**config.mk**
```make
export PLATFORM = sky130hd
export DESIGN_NAME = sw_result_collector
export DESIGN_NICKNAME = d
export VERILOG_FILES = /design/src/rtl/sw_result_collector.sv
export SDC_FILE = /design/constraint.sdc
export NUM_CORES = 1
export LEC_CHECK = 0
export CAP_MARGIN = 40
export CORE_AREA = 2 2 250 252
export DETAILED_ROUTE_END_ITERATION = 16
export DIE_AREA = 0 0 252 254
export PLACE_DENSITY_LB_ADDON = 0.12
export SETUP_SLACK_MARGIN = 0.3
export SYNTH_ARGS = -nofsm -noshare
export SYNTH_HDL_FRONTEND = slang
export SYNTH_SLANG_ARGS = --single-unit
export TNS_END_PERCENT = 5
```
**constraint.sdc**
```tcl
create_clock -name clk -period 4 [get_ports clk]
set_clock_uncertainty 0.1 [all_clocks]
set_input_delay 0.6 -clock clk [delete_from_list [all_inputs] [get_ports clk]]
set_output_delay 0.6 -clock clk [all_outputs]
set_load 0.005 [all_outputs]
```
**src/rtl/sw_result_collector.sv**
```systemverilog
// Scoreboard beside the SmithWaterman core: folds the per-target result stream
// into one summary record per query and queues records in a small valid/ready FIFO.
module sw_result_collector #(
  parameter int CALC_W  = 16,
  parameter int T_IDX_W = 10,
  parameter int Q_IDX_W = 10,
  parameter int HIT_W   = 8,
  parameter int DEPTH   = 4
) (
  input  logic               clk,
  input  logic               rst_n,
  input  logic               clr_i,
  input  logic               valid_i,
  input  logic [CALC_W-1:0]  result_i,
  input  logic               change_q_i,
  input  logic [CALC_W-1:0]  threshold_i,
  input  logic               rec_ready_i,
  output logic               rec_valid_o,
  output logic [Q_IDX_W-1:0] rec_q_idx_o,
  output logic [T_IDX_W-1:0] rec_best_t_o,
  output logic [CALC_W-1:0]  rec_best_score_o,
  output logic [HIT_W-1:0]   rec_hits_o,
  output logic [T_IDX_W-1:0] rec_num_t_o,
  output logic               rec_tsat_o,
  output logic               fifo_full_o,
  output logic               drop_o,
  output logic [Q_IDX_W-1:0] q_count_o
);
  localparam int PTR_W = $clog2(DEPTH);
  localparam int REC_W = Q_IDX_W + 2 * T_IDX_W + CALC_W + HIT_W + 1;
  localparam logic [T_IDX_W-1:0] T_MAX    = {T_IDX_W{1'b1}};
  localparam logic [HIT_W-1:0]   H_MAX    = {HIT_W{1'b1}};
  localparam logic [PTR_W:0]     OCC_FULL = (PTR_W + 1)'(DEPTH);

  logic [T_IDX_W-1:0] t_cnt_q, t_cnt_d;
  logic [T_IDX_W-1:0] best_t_q, best_t_d;
  logic [CALC_W-1:0]  best_score_q, best_score_d;
  logic [HIT_W-1:0]   hits_q, hits_d;
  logic               tsat_q, tsat_d;
  logic [Q_IDX_W-1:0] q_idx_q, q_idx_d;
  logic [PTR_W:0]     wr_ptr_q, wr_ptr_d;
  logic [PTR_W:0]     rd_ptr_q, rd_ptr_d;
  logic               drop_q, drop_d;
  logic [REC_W-1:0]   mem_q [DEPTH];
  logic [REC_W-1:0]   mem_d [DEPTH];

  logic               best_upd_s;
  logic [T_IDX_W-1:0] fold_best_t_s;
  logic [CALC_W-1:0]  fold_best_score_s;
  logic [HIT_W-1:0]   fold_hits_s;
  logic               fold_tsat_s;
  logic [T_IDX_W-1:0] next_t_s;
  logic [PTR_W:0]     occ_s;
  logic               empty_s, full_s, pop_s, push_s, lost_s, q_end_s;
  logic [REC_W-1:0]   rec_s, head_s;

  // A zero count with tsat clear can only mean no beat has arrived yet in this query.
  always_comb begin
    best_upd_s        = ((t_cnt_q == '0) && !tsat_q) || (result_i > best_score_q);
    fold_best_t_s     = best_upd_s ? t_cnt_q : best_t_q;
    fold_best_score_s = best_upd_s ? result_i : best_score_q;
    fold_hits_s       = ((result_i >= threshold_i) && (hits_q != H_MAX)) ?
                        hits_q + HIT_W'(1) : hits_q;
    fold_tsat_s       = tsat_q | (t_cnt_q == T_MAX);
    next_t_s          = (t_cnt_q == T_MAX) ? T_MAX : t_cnt_q + T_IDX_W'(1);
    q_end_s           = valid_i & change_q_i;
    occ_s             = wr_ptr_q - rd_ptr_q;
    empty_s           = (occ_s == '0);
    full_s            = (occ_s == OCC_FULL);
    pop_s             = !empty_s && rec_ready_i;
    push_s            = q_end_s && (!full_s || pop_s);
    lost_s            = q_end_s && full_s && !pop_s;
    rec_s             = {q_idx_q, fold_best_t_s, fold_best_score_s, fold_hits_s,
                         t_cnt_q, fold_tsat_s};
  end

  // Next-state: clear wins over everything, else fold the beat and service the FIFO.
  always_comb begin
    t_cnt_d      = t_cnt_q;
    best_t_d     = best_t_q;
    best_score_d = best_score_q;
    hits_d       = hits_q;
    tsat_d       = tsat_q;
    q_idx_d      = q_idx_q;
    wr_ptr_d     = wr_ptr_q;
    rd_ptr_d     = rd_ptr_q;
    drop_d       = drop_q;
    for (int i = 0; i < DEPTH; i++) mem_d[i] = mem_q[i];
    if (clr_i) begin
      t_cnt_d      = '0;
      best_t_d     = '0;
      best_score_d = '0;
      hits_d       = '0;
      tsat_d       = 1'b0;
      q_idx_d      = '0;
      wr_ptr_d     = '0;
      rd_ptr_d     = '0;
      drop_d       = 1'b0;
      for (int i = 0; i < DEPTH; i++) mem_d[i] = '0;
    end else begin
      if (valid_i && change_q_i) begin
        t_cnt_d      = '0;
        best_t_d     = '0;
        best_score_d = '0;
        hits_d       = '0;
        tsat_d       = 1'b0;
        q_idx_d      = q_idx_q + Q_IDX_W'(1);
      end else if (valid_i) begin
        t_cnt_d      = next_t_s;
        best_t_d     = fold_best_t_s;
        best_score_d = fold_best_score_s;
        hits_d       = fold_hits_s;
        tsat_d       = fold_tsat_s;
      end else begin
        t_cnt_d      = t_cnt_q;
      end
      if (push_s) begin
        mem_d[wr_ptr_q[PTR_W-1:0]] = rec_s;
        wr_ptr_d = wr_ptr_q + (PTR_W + 1)'(1);
      end else begin
        wr_ptr_d = wr_ptr_q;
      end
      if (pop_s) begin
        rd_ptr_d = rd_ptr_q + (PTR_W + 1)'(1);
      end else begin
        rd_ptr_d = rd_ptr_q;
      end
      if (lost_s) begin
        drop_d = 1'b1;
      end else begin
        drop_d = drop_q;
      end
    end
  end

  // State registers.
  always_ff @(posedge clk or negedge rst_n) begin
    if (!rst_n) begin
      t_cnt_q      <= '0;
      best_t_q     <= '0;
      best_score_q <= '0;
      hits_q       <= '0;
      tsat_q       <= 1'b0;
      q_idx_q      <= '0;
      wr_ptr_q     <= '0;
      rd_ptr_q     <= '0;
      drop_q       <= 1'b0;
      for (int i = 0; i < DEPTH; i++) mem_q[i] <= '0;
    end else begin
      t_cnt_q      <= t_cnt_d;
      best_t_q     <= best_t_d;
      best_score_q <= best_score_d;
      hits_q       <= hits_d;
      tsat_q       <= tsat_d;
      q_idx_q      <= q_idx_d;
      wr_ptr_q     <= wr_ptr_d;
      rd_ptr_q     <= rd_ptr_d;
      drop_q       <= drop_d;
      for (int i = 0; i < DEPTH; i++) mem_q[i] <= mem_d[i];
    end
  end

  // Head fields read as zero whenever the FIFO is empty.
  assign head_s      = mem_q[rd_ptr_q[PTR_W-1:0]];
  assign rec_valid_o = !empty_s;
  assign {rec_q_idx_o, rec_best_t_o, rec_best_score_o, rec_hits_o,
          rec_num_t_o, rec_tsat_o} = rec_valid_o ? head_s : {REC_W{1'b0}};
  assign fifo_full_o = full_s;
  assign drop_o      = drop_q;
  assign q_count_o   = q_idx_q;
endmodule

```
# == After elaboration in Yosys (flattened, before gate mapping) ==
# Index checks and enable logic that the tools add are counted.
# Widths: inputs -> output; s select.
# word_totals
reg_bits,282
inputBits,38
output_inout_bits,68
wordCells,88
# op_classes
addsub,6
order_cmp,5
n_eq_ne,3
muxes,36
bitwise_logic,4
reduce_logical,21
# ops
cell,n
$mux 220,2
$bwmux 220,1
$mux 55,4
$bmux 55 s2,1
$demux 55 s2,1
$mux 10,10
$mux 16,4
$mux 8,4
$add 10x1->10 const B,2
$ge 16x16->1,1
$gt 16x16->1,1
$mux 3,4
$eq 10x10->1 const B,1
$logic_not 10->1,1
$add 8x1->8 const B,1
$logic_and 1x1->1,8
$ne 8x8->1 const B,1
$reduce_bool 2->1,4
$add 3x1->3 const B,2
$ge 3x3->1 const B,2
$not 2->3,2
$mux 1,5
$logic_not 1->1,4
$eq 3x3->1 const B,1
other kinds (7),8

# == Longest topological paths before layout ==
# depth
word_depth,8
mapped_depth,12
mapped_depth_nobuf,8

# == Least setup slack after synthesis ==
# Ideal clock, no wire load.
# synth_timing
kind,register to output
start,reg rd_ptr_q[1]
end,out rec_best_score_o[10]
arrival_time_ns,2.380
path_slack_ns,0.920
path_stages_with_launch,11
n_path_buf,5
path_cell_list,dfrtp_1 clkbuf_1 clkbuf_1 inv_1 ha_1 and2_1 buf_1 nand2_1 clkbuf_1 clkbuf_1 and2_1
# synth_via
elab_chain_len,5
elab_cells_between_ends,7
# synth_rtl
element,line,text
start: declaration,42,"logic [PTR_W:0] rd_ptr_q, rd_ptr_d;"
start signal: assignment,157,rd_ptr_q <= rd_ptr_d;
"parallel branches: the longest is 4 deep, another holds $sub 3x3->3",-,
$mux 55 *,167,"rec_num_t_o, rec_tsat_o} = rec_valid_o ? head_s : {REC_W{1'b0}};"
end: declaration,21,"output logic [CALC_W-1:0] rec_best_score_o,"
# Mark *: on every way between the ends. The select of a mux whose other input is x is not followed.

# == Worst setup path in the final report ==
# layout_timing
start,reg wr_ptr_q[0]
end,out rec_q_idx_o[3]
# layout_via
elab_chain_len,3
# layout_rtl
element,line,text
start: declaration,41,"logic [PTR_W:0] wr_ptr_q, wr_ptr_d;"
start signal: assignment,156,wr_ptr_q <= wr_ptr_d;
$sub 3x3->3,67,occ_s = wr_ptr_q - rd_ptr_q;
$logic_not 3->1,68,empty_s = (occ_s == '0);
$mux 55,167,
end: declaration,19,"output logic [Q_IDX_W-1:0] rec_q_idx_o,"
# Every way passes these cells.

==> qor.txt <==
Outcome: complete, no violations
Yosys warnings: 0
Top delay family on crit path: buffers and inverters
Syn Area/Cell: 10.3 sq um
EDFF count, synth: 0
# DRC: 0
Max-Cap Viols: 0
Pin count of the biggest net entering global routing: 83
CP Data Required Time: 3300 ps
RSZ-0062 raised after global routing: false
Die Area: 0.0640 sq mm
Vias: 11900
Initial Utilization: 0.248
Die W: 252 um
Post-synthesis compound-gate area fraction: 0.171
Post-route ant nets: 0
Routed WL: 51.2 mm
Reg clk slew, reported paths: 60 ps
Critical-path top delay cell: clkdlybuf4s50_1
ANT cells: 0
Gr ovfl total: 0
Total track usage: 0.164
IO Count: 106
Port Buf Inserts: 105
Final hold vios: 0
Initial antenna violation count: 0
Max VDD drop: 0.285 mV
Critical path class: flop to output port
Cell type with the largest total area after synthesis: dfrtp_1
Synth Area in XOR/XNOR: 0.00921
WP data arrival: 2800 ps
Clock tree buffer depth: 3
Clock Root Buffer: clkbuf_16
Clk Latency, worst-skew pair: 550 ps
CTS H-Tree Depth: 2
Worst rel slew slack: 0.440
Fin crit period: 3500 ps
Fin crit share: 0.875
Post-Syn Nets: 1555
Sequential element share of the synthesized area: 0.464
Mux share of post-synthesis cell area: 0.0868
Starting DRT DRC Count: 761
Max-slew violations: 0
Final Setup Violations: 0
Cells after Synth: 1474
GP Congestion: 0.729
FF+latch count, synth: 282
Synth top area cells: dfrtp_1 46%, nand2_1 8.3%, mux4_2 8.1%
# clock sinks: 282
First-pass GRT wire length: 80.3 mm
Synthesized-area fraction occupied by adder cells: 0.0354
Hold/Removal Path Class: flop to flop
Reg2Reg Depth: 10
Vias in the first global route: 12600
Largest family of logic cells by synthesized area: simple AND/OR/NAND/NOR gates
Yosys cell types: 59
Hold path depth: 2
CP startpoint kind: flop
Post-synth top area share: 0.464
Synth Flop Type: dfrtp_1
Fin nets: 1637
Core area: 0.0613 sq mm
Crit. End Element: output port
Post-Syn Area: 0.0152 sq mm
Area grow syn2layout: 22.5%
Drt pass-1 iters: 5
Path length in cells of the critical path: 7
WL per Instance: 21.6 um
Worst-Margin Slew: 834 ps
TritonCTS buffer count: 37
Final setup TNS: 0 ps
Simple-gate share of the synthesized area: 0.183
WP buf/inv: 3
CP Max Fanout: 17
CTS tree: yes
Layout cells sized above 1: 0.175
Critical Path Max Stage Delay: 520 ps
CP Cell Sequence: inv_1 > ha_1 > and2_2 > nand2_8 > buf_6 > and2_1 > clkdlybuf4s50_1
P_leak: 8.16 nW
Site Rows: 91
Die height: 254 um
Post-synth ARST share: 1.00
DP HPWL: 31.5 mm
Vias per inst: 5.03
Pwr/cell area: 412 mW/mm^2
F_max: 286 MHz
Final worst setup slack: 501 ps
Pre-CTS setup slack: 202 ps
==> report_power, final <==
group	total (mW)	switching, mW	internal [mW]
combinational	1.47	0.947	0.523
sequential	2.93	0.0391	2.89
clock	3.28	1.33	1.95
==> routing by layer <==
metal / part of all wire / GRT usage / up-vias
met4: 0.019 / 0.0456 / 0
met3: 0.029 / 0.0200 / 67
li1: - / - / 5527
met1: 0.47 / 0.225 / 6120
met2: 0.48 / 0.271 / 208
met5: 0 / 0 / -
==> cell type report <==
class	instances	area, sq um
repair buffers	170	1730
inverters	46	173
multi-input cells	1019	7500
well taps	790	988
clock inverters	8	43.8
flip-flops and latches	282	7060
clock buffers	55	1140
fillers	6310	42600
==> cells in the mapped netlist (3+ instances only) <==
cell	n
nand4_1	103
a21oi_2	5
buf_1	18
and3_1	8
a22o_1	80
a31oi_1	6
inv_1	45
nor2_1	30
nor2b_1	4
nand3b_1	4
xnor2_1	6
o211ai_1	25
nor3_1	5
nand3_1	18
and2_1	67
a21oi_1	18
o21ai_0	58
nand2_1	336
nor4_1	5
mux4_2	55
a21o_1	6
mux2i_1	7
a31oi_2	3
buf_2	20
ha_1	43
o211ai_2	70
o221a_2	4
buf_6	12
and4_1	3
clkbuf_1	77
nand2b_1	4
dfrtp_1	282
xor2_1	10
==> sequential cells by signal, summed over array words and instances (netlist names), 3 cells and up <==
register,cells
best_score_q,16
best_t_q,10
hits_q,8
mem_q,220
q_count_o,10
rd_ptr_q,3
t_cnt_q,10
wr_ptr_q,3
==> worst min-delay path, delay by kind of cell, from the launching register on <==
family | cells | cell delay [ps]
and+or+nand+nor | 2 | 100
DFF | 1 | 340
==> metrics by stage <==
stage / total power [mW] / area [sq um] / utilization / hold slack (ps) / cells
after global placement: 4.46 / 17400 / 0.284 / 356 / 2304
after CTS: 7.86 / 18600 / 0.304 / 376 / 2370
after floorplan: 3.76 / 15200 / - / 204 / 1474
after detailed placement: 4.48 / 17400 / 0.284 / 361 / 2305
after global routing: 8.08 / 18600 / 0.304 / 398 / 2370
final: 7.68 / 18600 / 0.304 / 371 / 2370
==> what timing repair did <==
action                     CTS  global route
setup endpoints to repair   56            15
resized for setup            4             2
setup buffers                1             0
hold buffers                 1             0
gates cloned                 0             0
hold endpoints to repair    31             0
==> layout by cell type, fill, tap and decap left out, types with 5 or more instances in the layout <==
| cell | count |
|---|---|
| buf_12 | 13 |
| nand4_1 | 103 |
| o21ai_0 | 58 |
| clkinv_2 | 7 |
| xnor2_1 | 6 |
| nor4_1 | 5 |
| ha_1 | 43 |
| mux2i_1 | 7 |
| a21o_1 | 6 |
| clkbuf_16 | 39 |
| inv_1 | 45 |
| and2_1 | 65 |
| and3_1 | 8 |
| a31oi_1 | 5 |
| clkbuf_8 | 10 |
| nor3_1 | 5 |
| clkdlybuf4s50_1 | 104 |
| dfrtp_1 | 280 |
| nand3_1 | 18 |
| buf_4 | 49 |
| nor2_1 | 30 |
| o211ai_1 | 25 |
| mux4_2 | 55 |
| a22o_1 | 80 |
| xor2_1 | 9 |
| nand2_1 | 335 |
| clkbuf_1 | 6 |
| o211ai_2 | 70 |
| a21oi_1 | 18 |
==> kinds of logic after synthesis <==
| group | count (synthesis) |
|---|---|
| buffers and inverters | 173 |
| adder cells (fa/ha/maj) | 43 |
| AO/OA/AOI/OAI | 304 |
| flip-flops | 282 |
| multiplexers | 63 |
| XOR/XNOR | 16 |
| AND/OR/NAND/NOR | 593 |
==> path summary, 6_finish.rpt <==
kind	start	endpoint	slack (ps)
setup / recovery	wr_ptr_q[0]	rec_q_idx_o[3]	500
hold / removal	mem_q[120]	mem_q[120]	370
setup reg to reg	wr_ptr_q[0]	mem_q[150]	880
hold reg to reg	mem_q[120]	mem_q[120]	370
max in group asynchronous	rst_n	mem_q[85]	2280
min in group asynchronous	rst_n	mem_q[214]	540
(Power assumes the default switching activity.)
